$ cat config.mk
export PLATFORM = sky130hd
export DESIGN_NAME = load_store_unit
export DESIGN_NICKNAME = d
export VERILOG_FILES = /design/src/rtl/lsu_pkg.sv /design/src/rtl/lsu_lane.sv /design/src/rtl/load_store_unit.sv
export SDC_FILE = /design/constraint.sdc
export NUM_CORES = 1
export LEC_CHECK = 0
export ABC_AREA = 1
export BUFFER_PORTS_ARGS = -buffer_cell sky130_fd_sc_hd__buf_2
export CAP_MARGIN = 40
export CORE_UTILIZATION = 47
export DETAILED_ROUTE_END_ITERATION = 12
export PLACE_DENSITY = 0.85
export SLEW_MARGIN = 40
export SYNTH_ARGS = -nofsm -noshare
export SYNTH_HDL_FRONTEND = slang
export SYNTH_HIERARCHICAL = 1
export SYNTH_SLANG_ARGS = --single-unit
$ cat constraint.sdc
create_clock -name clk -period 2.9 [get_ports clk]
set_clock_uncertainty 0.2 [all_clocks]
set_input_delay 0.29 -clock clk [delete_from_list [all_inputs] [get_ports clk]]
set_output_delay 0.29 -clock clk [all_outputs]
set_load 0.05 [all_outputs]
$ cat src/rtl/lsu_pkg.sv
// Shared encodings for the load/store unit: memory-op codes, error codes and FSM states.
// No logic; imported by lsu_lane and load_store_unit.
package lsu_pkg;

  localparam logic [2:0] MEMOP_B  = 3'b000;
  localparam logic [2:0] MEMOP_BU = 3'b001;
  localparam logic [2:0] MEMOP_H  = 3'b010;
  localparam logic [2:0] MEMOP_HU = 3'b011;
  localparam logic [2:0] MEMOP_W  = 3'b100;

  localparam logic [1:0] ERR_NONE     = 2'b00;
  localparam logic [1:0] ERR_MISALIGN = 2'b01;
  localparam logic [1:0] ERR_ILLEGAL  = 2'b10;
  localparam logic [1:0] ERR_TIMEOUT  = 2'b11;

  typedef enum logic [1:0] {
    ST_IDLE = 2'd0,
    ST_REQ  = 2'd1,
    ST_WAIT = 2'd2
  } lsu_state_e;

endpackage

$ cat src/rtl/lsu_lane.sv
// Byte-lane logic: strobes, store-data replication, legality/alignment and load extraction.
// Purely combinational (0 cycles); no flow control of its own.
module lsu_lane
  import lsu_pkg::*;
(
  input  logic [2:0]  op_i,
  input  logic        store_i,
  input  logic [1:0]  off_i,
  input  logic [31:0] wdata_i,
  input  logic [31:0] rdata_i,
  output logic [3:0]  be_o,
  output logic [31:0] wdata_o,
  output logic        legal_o,
  output logic        aligned_o,
  output logic [31:0] rdata_o
);

  logic [7:0]  byte_sel;
  logic [15:0] half_sel;

  always_comb begin
    case (off_i)
      2'd0:    byte_sel = rdata_i[7:0];
      2'd1:    byte_sel = rdata_i[15:8];
      2'd2:    byte_sel = rdata_i[23:16];
      default: byte_sel = rdata_i[31:24];
    endcase
    half_sel = off_i[1] ? rdata_i[31:16] : rdata_i[15:0];
  end

  always_comb begin
    be_o      = 4'b0000;
    wdata_o   = wdata_i;
    legal_o   = 1'b0;
    aligned_o = 1'b1;
    rdata_o   = 32'd0;
    case (op_i)
      MEMOP_B, MEMOP_BU: begin
        be_o    = 4'b0001 << off_i;
        wdata_o = {4{wdata_i[7:0]}};
        // Unsigned variants only make sense for loads.
        legal_o = !(store_i && (op_i == MEMOP_BU));
        rdata_o = (op_i == MEMOP_B) ? {{24{byte_sel[7]}}, byte_sel} : {24'd0, byte_sel};
      end
      MEMOP_H, MEMOP_HU: begin
        be_o      = off_i[1] ? 4'b1100 : 4'b0011;
        wdata_o   = {2{wdata_i[15:0]}};
        legal_o   = !(store_i && (op_i == MEMOP_HU));
        aligned_o = !off_i[0];
        rdata_o   = (op_i == MEMOP_H) ? {{16{half_sel[15]}}, half_sel} : {16'd0, half_sel};
      end
      MEMOP_W: begin
        be_o      = 4'b1111;
        legal_o   = 1'b1;
        aligned_o = (off_i == 2'b00);
        rdata_o   = rdata_i;
      end
      default: legal_o = 1'b0;
    endcase
  end

endmodule

$ cat src/rtl/load_store_unit.sv
// One data-memory access per request over a req/gnt/rvalid bus; store done at T+2, load at T+3 minimum, errors at T+1.
// Backpressure: req_ready is low while an access is in flight; mem_req holds until gnt or timeout.
module load_store_unit
  import lsu_pkg::*;
#(
  parameter int TIMEOUT = 255,
  parameter int CNT_W   = 8
) (
  input  logic        clk,
  input  logic        rst_n,
  input  logic        req_valid,
  output logic        req_ready,
  input  logic        MemWr,
  input  logic [2:0]  MemOp,
  input  logic [31:0] addr,
  input  logic [31:0] wdata,
  output logic        done,
  output logic [31:0] rdata,
  output logic        err,
  output logic [1:0]  err_code,
  output logic        mem_req,
  output logic        mem_we,
  output logic [31:0] mem_addr,
  output logic [3:0]  mem_be,
  output logic [31:0] mem_wdata,
  input  logic        mem_gnt,
  input  logic        mem_rvalid,
  input  logic [31:0] mem_rdata
);

  localparam logic [CNT_W-1:0] TO_CNT = CNT_W'(TIMEOUT);

  lsu_state_e       state_q;
  logic [2:0]       op_q;
  logic [1:0]       off_q;
  logic             we_q;
  logic [CNT_W-1:0] cnt_q, cnt_d;
  logic             done_q, err_q;
  logic [1:0]       err_code_q;
  logic [31:0]      rdata_q;
  logic             mem_req_q, mem_we_q;
  logic [31:0]      mem_addr_q, mem_wdata_q;
  logic [3:0]       mem_be_q;

  logic [2:0]  lane_op;
  logic [1:0]  lane_off;
  logic [3:0]  lane_be;
  logic [31:0] lane_wdata, lane_rdata;
  logic        lane_legal, lane_aligned;
  logic        timeout_hit;

  // The lane block decodes the incoming request while idle and the latched op while waiting for data.
  assign lane_op     = (state_q == ST_IDLE) ? MemOp : op_q;
  assign lane_off    = (state_q == ST_IDLE) ? addr[1:0] : off_q;
  assign cnt_d       = cnt_q + 1'b1;
  assign timeout_hit = (TIMEOUT != 0) && (cnt_q == TO_CNT);

  lsu_lane u_lane (
    .op_i      (lane_op),
    .store_i   (MemWr),
    .off_i     (lane_off),
    .wdata_i   (wdata),
    .rdata_i   (mem_rdata),
    .be_o      (lane_be),
    .wdata_o   (lane_wdata),
    .legal_o   (lane_legal),
    .aligned_o (lane_aligned),
    .rdata_o   (lane_rdata)
  );

  always_ff @(posedge clk or negedge rst_n) begin
    if (!rst_n) begin
      state_q     <= ST_IDLE;
      op_q        <= 3'd0;
      off_q       <= 2'd0;
      we_q        <= 1'b0;
      cnt_q       <= '0;
      done_q      <= 1'b0;
      err_q       <= 1'b0;
      err_code_q  <= ERR_NONE;
      rdata_q     <= 32'd0;
      mem_req_q   <= 1'b0;
      mem_we_q    <= 1'b0;
      mem_addr_q  <= 32'd0;
      mem_be_q    <= 4'd0;
      mem_wdata_q <= 32'd0;
    end else begin
      done_q     <= 1'b0;
      err_q      <= 1'b0;
      err_code_q <= ERR_NONE;
      case (state_q)
        ST_IDLE: begin
          if (req_valid) begin
            op_q  <= MemOp;
            off_q <= addr[1:0];
            we_q  <= MemWr;
            if (!lane_legal || !lane_aligned) begin
              done_q     <= 1'b1;
              err_q      <= 1'b1;
              err_code_q <= !lane_legal ? ERR_ILLEGAL : ERR_MISALIGN;
              rdata_q    <= 32'd0;
            end else begin
              state_q     <= ST_REQ;
              mem_req_q   <= 1'b1;
              mem_we_q    <= MemWr;
              mem_addr_q  <= {addr[31:2], 2'b00};
              mem_be_q    <= lane_be;
              mem_wdata_q <= lane_wdata;
              cnt_q       <= '0;
            end
          end
        end
        ST_REQ: begin
          if (mem_gnt) begin
            mem_req_q <= 1'b0;
            cnt_q     <= '0;
            if (we_q) begin
              done_q  <= 1'b1;
              rdata_q <= 32'd0;
              state_q <= ST_IDLE;
            end else begin
              state_q <= ST_WAIT;
            end
          end else if (timeout_hit) begin
            mem_req_q  <= 1'b0;
            done_q     <= 1'b1;
            err_q      <= 1'b1;
            err_code_q <= ERR_TIMEOUT;
            rdata_q    <= 32'd0;
            state_q    <= ST_IDLE;
          end else begin
            cnt_q <= cnt_d;
          end
        end
        ST_WAIT: begin
          if (mem_rvalid) begin
            rdata_q <= lane_rdata;
            done_q  <= 1'b1;
            state_q <= ST_IDLE;
          end else if (timeout_hit) begin
            done_q     <= 1'b1;
            err_q      <= 1'b1;
            err_code_q <= ERR_TIMEOUT;
            rdata_q    <= 32'd0;
            state_q    <= ST_IDLE;
          end else begin
            cnt_q <= cnt_d;
          end
        end
        default: state_q <= ST_IDLE;
      endcase
    end
  end

  assign req_ready = (state_q == ST_IDLE);
  assign done      = done_q;
  assign rdata     = rdata_q;
  assign err       = err_q;
  assign err_code  = err_code_q;
  assign mem_req   = mem_req_q;
  assign mem_we    = mem_we_q;
  assign mem_addr  = mem_addr_q;
  assign mem_be    = mem_be_q;
  assign mem_wdata = mem_wdata_q;

endmodule

After elaboration in Yosys (flattened, before gate mapping)
Index checks and enable logic that the tools add are counted.
- multiplexer cells: 54
- $add $sub $neg: 1
- equal/unequal tests: 15
- bitwise gates (word level): 1
- shift-type cells: 1
- reduce and logical (&&, ||, !) cells: 21
- operators with widths (operator ; count):
    $mux W32 ; 8
    $pmux W32 S3 ; 2
    $pmux W32 S2 ; 1
    $pmux W8 S3 ; 2
    $mux W8 ; 5
    $mux W2 ; 13
    $mux W16 ; 1
    $mux W1 ; 12
    $pmux W2 S3 ; 2
    $pmux W4 S3 ; 1
    $reduce_and A4 Y1 ; 3
    $pmux W1 S3 ; 3
    $add A8 B1 Y8 const B ; 1
    $eq A8 B8 Y1 const B ; 1
    $eq A3 B2 Y1 const B ; 2
    $ne A2 B2 Y1 const B ; 3
    $ne A3 B3 Y1 const B ; 2
    $logic_not A1 Y1 ; 5
    $eq A2 B1 Y1 const B ; 2
    $eq A2 B2 Y1 const B ; 2
    $logic_not A2 Y1 ; 2
    $mux W4 ; 1
    $pmux W1 S2 ; 2
    $reduce_and A2 Y1 ; 2
    other kinds (13) ; 15
- output and inout port bits: 107
- logic and storage cells: 107
- bits of input ports: 105
- register bits: 120

Longest topological paths before layout
- word-level depth: 11
- depth in mapped cells: 19
- mapped depth without buffers: 15

By module
The synthesis kept the hierarchy.
- by module, submodules not included (module ; cells an instance ; area each (um^2) ; seq. area each (um^2) ; instances):
    load_store_unit ; 598 ; 5018.6 ; 3002.9 ; 1
    lsu_lane ; 378 ; 1596.5 ; 0.0 ; 1

Worst setup path before layout
Ideal clock, no wire load.
- kind: register to register
- start point: register state_q[0]
- end point: register mem_addr_q[23] (netlist: mem_addr[23])
- period minus slack after synthesis: 3644 ps
- cell stages (with the launch flop): 17
- arrival time: 3324 ps
- library setup time: 119 ps
- required time: 2581 ps
- path slack: -744 ps
- buffers on the path: 3
- cell sequence: dfrtp_1 inv_1 ha_1 inv_2 clkbuf_1 o21ai_0 nor2_2 nand2_1 inv_2 a22oi_1 nand3_2 nor2_4 inv_2 buf_2 buf_2 nand2_1 nand2_1
- elaborated cells between the ends (all ways): 23
- classes of those cells: eq/ne (4); mux (4); bitwise (1); reduce/logical (14)
- RTL lines (what ; RTL line ; RTL):
    from (decl) ; load_store_unit.sv:33 ; lsu_state_e state_q;
    from (signal assigned) ; load_store_unit.sv:73 ; state_q <= ST_IDLE;
    from (signal assigned) ; load_store_unit.sv:103 ; state_q <= ST_REQ;
    from (signal assigned) ; load_store_unit.sv:120 ; state_q <= ST_IDLE;
    $logic_not A2 Y1 * ; - ;
    via req_ready ; load_store_unit.sv:12 ; output logic req_ready,
    $mux W3 * ; load_store_unit.sv:53 ; assign lane_op = (state_q == ST_IDLE) ? MemOp : op_q;
    via lane_op[1] ; load_store_unit.sv:45 ; logic [2:0] lane_op;
    $eq A3 B2 Y1 ; lsu_lane.sv:37 ; case (op_i)
    $reduce_or A2 Y1 ; lsu_lane.sv:37 ;
    $pmux W1 S2 * ; lsu_lane.sv:37 ;
    via lane_aligned ; load_store_unit.sv:49 ; logic lane_legal, lane_aligned;
    $logic_not A1 Y1 * ; load_store_unit.sv:97 ; if (!lane_legal || !lane_aligned) begin
    $logic_or A1 B1 Y1 * ; load_store_unit.sv:97 ;
    $not A1 Y1 (no line) * ; - ;
    $reduce_and A3 Y1 (no line) * ; - ;
    to (signal assigned) ; load_store_unit.sv:106 ; mem_addr_q <= {addr[31:2], 2'b00};
    to (decl) ; load_store_unit.sv:42 ; logic [31:0] mem_addr_q, mem_wdata_q;
Mark *: on every way through the listed nets, which the timed path passes. The rest lies on a longest branch.
A chain may end at the register's enable or synchronous reset.

Final worst setup path
- start point: register state_q[1]
- end point: register cnt_q[2]
- elaborated cells between the ends (all ways): 29
- classes of those cells: eq/ne (9); mux (5); reduce/logical (15)
- RTL lines (what ; RTL line ; RTL):
    $logic_not A2 Y1 * ; load_store_unit.sv:53 ;
    $mux W3 * ; load_store_unit.sv:53 ;
    via lane_op[2] ; load_store_unit.sv:45 ;
    $eq A3 B2 Y1 ; lsu_lane.sv:37 ;
    $reduce_or A2 Y1 ; lsu_lane.sv:37 ;
    $pmux W1 S2 * ; lsu_lane.sv:37 ;
    via lane_aligned ; load_store_unit.sv:49 ;
    $logic_not A1 Y1 * ; load_store_unit.sv:97 ;
    $logic_or A1 B1 Y1 * ; load_store_unit.sv:97 ;
    $ne A2 B2 Y1 (no line) * ; - ;
    $reduce_and A4 Y1 (no line) * ; - ;
    to (signal assigned) ; load_store_unit.sv:132 ; cnt_q <= cnt_d;
    to (signal assigned) ; load_store_unit.sv:147 ; cnt_q <= cnt_d;
    to (decl) ; load_store_unit.sv:37 ; logic [CNT_W-1:0] cnt_q, cnt_d;
Marked as above.

==> results.sh <==
export IMPL_grt_pass1_wl_um=32300
export IMPL_globalplace_congestion=0.941
export IMPL_p_seq_share_pct=23.6
export IMPL_power_density_nw_per_um2=1180
export IMPL_crit_path_start_kind="flip-flop"
export IMPL_clkPwrFrac_pct=20.0
export IMPL_clk_pin_slew_ns=0.06
export IMPL_crit_fanout=12
export IMPL_cpMaxStageDelayCell="dfrtp_1"
export IMPL_cts_sinks=120
export IMPL_sw_frac_of_total_pct=52.3
export IMPL_path_class="reg -> reg"
export IMPL_p_switching_uw=5570
export IMPL_period_needed_ns=2.78
export IMPL_path_cells="inv_2 > ha_4 > inv_6 > o21ai_4 > inv_4 > nand2_4 > inv_2 > a22oi_2 > nand3_2 > nand2_1 > nand3_1 > nor2_2 > inv_1 > o21ai_0"
export IMPL_grt_max_degree=66
export IMPL_die_x_um=121
export IMPL_die_y_um=121
export IMPL_layout_setup_ws_ns=0.125
export IMPL_place_ws_ns=0.0277
export IMPL_synth_area_per_cell_sq_um=6.78
export IMPL_utilization_pct=67.2
export IMPL_cts_inserted_buffers=17
export IMPL_vias_per_cell=5.11
export IMPL_synth_area_sq_um=6620
export IMPL_cp_required_ns=3.04
export IMPL_tightest_slew_ns=0.565
export IMPL_p_leak_uw=0.00542
export IMPL_synthTopCellsByArea="dfrtp_1, nand2_1, nand3_1, inv_1, o21ai_0"
export IMPL_via_count=7256
export IMPL_cpPeakStageDelay_ns=0.41
export IMPL_synth_area_leader_cell="dfrtp_1"
export IMPL_min_period_over_period_pct=95.7
export IMPL_fmaxAchievable_mhz=360
export IMPL_final_cell_mix="nand2_1, buf_2, dfrtp_1, nand3_1, inv_1"
export IMPL_io_pins=212
export IMPL_power_uw=10700
export IMPL_outcome="finished, final reports clean"
export IMPL_tns_ns=0
export IMPL_fin_nets=1340
export IMPL_final_common_cell="nand2_1"
export IMPL_yosys_warnings=6
export IMPL_drt_wl_total_um=20500
export IMPL_port_buffers=209
export IMPL_cts_tree="yes"
export IMPL_finalSetupViolCount=0
export IMPL_slew_viol_final=0
export IMPL_cell_internal_pwr_uw=5090
export IMPL_root_buffer="clkbuf_16"
export IMPL_initial_core_util_pct=49.0
export IMPL_synth_top_area_share_pct=45.4
export IMPL_ys_seq_area_share_pct=45.4
export IMPL_drc=0
export IMPL_worst_setup_path_end_kind="flip-flop"
export IMPL_first_pass_iters=6
export IMPL_path_common_cell="inv_2"
export IMPL_dieArea_sq_um=14600
export IMPL_antenna_left=0
export IMPL_ir_worst_vdd_uv=497
export IMPL_cts_buffer_depth=2
export IMPL_final_hold_viol_count=0
export IMPL_grt_pass1_vias=6821
export IMPL_cp_data_arrival_time_ns=2.91
export IMPL_dp_hpwl_um=13300
export IMPL_synth_cell_types=30
export IMPL_p_comb_share_pct=56.5
export IMPL_cap_violations=0
export IMPL_synth_seq_cells=120
export IMPL_htreeDepth=4
export IMPL_placed_area_sq_um=7840
export IMPL_syn_to_final_growth_pct=37.1
export IMPL_antenna_found_initial=1
export IMPL_worstHoldPathType="in -> reg"
export IMPL_overflow=0
export IMPL_clkLatencyLatePin_ns=0.42
export IMPL_relSlewSlack_pct=62.4
export IMPL_netlist_instances=976
export IMPL_core_area_sq_um=13500
export IMPL_wl_per_cell_um=14.4
export IMPL_rows=42
export IMPL_grt_use_total_pct=28.4
export IMPL_drt_iter0_markers=726
export IMPL_post_route_cell_area_sq_um=9070
export IMPL_drive_gt1_share_pct=23.7
[worst paths after layout]
path                                  from             to  slack [ns]  depth (start not counted)
worst max-delay path            state_q[1]       cnt_q[2]        0.12                         14
worst min-delay path             wdata[29]  mem_wdata[29]        0.03                          5
worst max register to register  state_q[1]       cnt_q[2]        0.12                         14
worst min register to register   mem_be[3]      mem_be[3]        0.26                          2
max in group asynchronous            rst_n      rdata[29]        1.65                          3
min in group asynchronous            rst_n   mem_addr[17]        0.22                          2
[synthesized netlist by cell type (all sizes together)]
library cell and count:
nand2 532, dfrtp 120, nand3 86, inv 82, o21ai 38, buf 37, nor2 33, clkbuf 19
o211ai 6, a21oi 5, ha 5, nand4 4, a22oi 2, nor3 2, a21boi 1, clkinv 1
conb 1, o22ai 1, or2 1
[routing by layer]
metal  global-route usage (%)  wire length, um  vias up
li1                         -                -     3490
met1                     35.7             8330     3313
met2                     45.1             9710      386
met3                     6.75             1650       67
met4                     15.9              787        0
met5                        0                0        -
[registers in the layout (all words and copies together), names as in the netlist]
register,flops
mem_we,1
off_q,2
we_q,1
cnt_q,8
rdata,32
mem_be,4
op_q,3
err,1
mem_wdata,32
mem_req,1
state_q,2
err_code,2
done,1
mem_addr,30
[worst max-delay path, delay by kind of cell, from the launching register on]
| kind | cells | cell delay, ns |
|---|---|---|
| AO/OA/AOI/OAI | 3 | 0.61 |
| adder cells (fa/ha/maj) | 1 | 0.22 |
| buffers and inverters | 5 | 0.41 |
| flip-flops | 1 | 0.41 |
| AND/OR/NAND/NOR | 5 | 0.84 |
[repair_timing]
item	4_1_cts	5_1_grt
endpoints found under the hold margin	116	0
resized for setup	0	8
hold buffers	58	0
buffers inserted	0	2
setup endpoints to repair	0	109
[kinds of logic (layout without fill, tap and decap cells)]
kind of cell,after synthesis,in the layout,synth area share [%]
and+or+nand+nor,658,658,39.9
buffers and inverters,139,405,9.29
DFF,120,120,45.4
AOI/OAI and AO/OA,53,53,4.43
adders and majority gates,5,5,0.946
other,1,4,0.0567
[layout make-up]
| cell class | instances | area (sq um) |
|---|---|---|
| Inverter | 83 | 319 |
| Timing Repair Buffer | 290 | 1860 |
| Multi-Input combinational cell | 718 | 3070 |
| Tap cell | 176 | 220 |
| Sequential cell | 120 | 3000 |
| Fill cell | 1125 | 4430 |
| Clock buffer | 18 | 429 |
| Clock inverter | 14 | 164 |
| Antenna cell | 2 | 5.00 |
[power groups by stage]
stage,Sequential (uW),Clock [uW],Combinational (uW)
finish,2510,2130,6020
global route,2570,2230,6530
CTS,2500,2160,5890
detailed placement,2520,0,5790
global placement,2510,0,5690
floorplan,4160,0,2740
[through the flow]
stage          hold slack, ns  std cells
2_1_floorplan          -0.206        977
3_3_place_gp            0.227       1327
3_5_place_dp            0.228       1327
4_1_cts              0.000458       1417
5_1_grt                0.0164       1420
6_report               0.0292       1421
(Power assumes the default switching activity.)
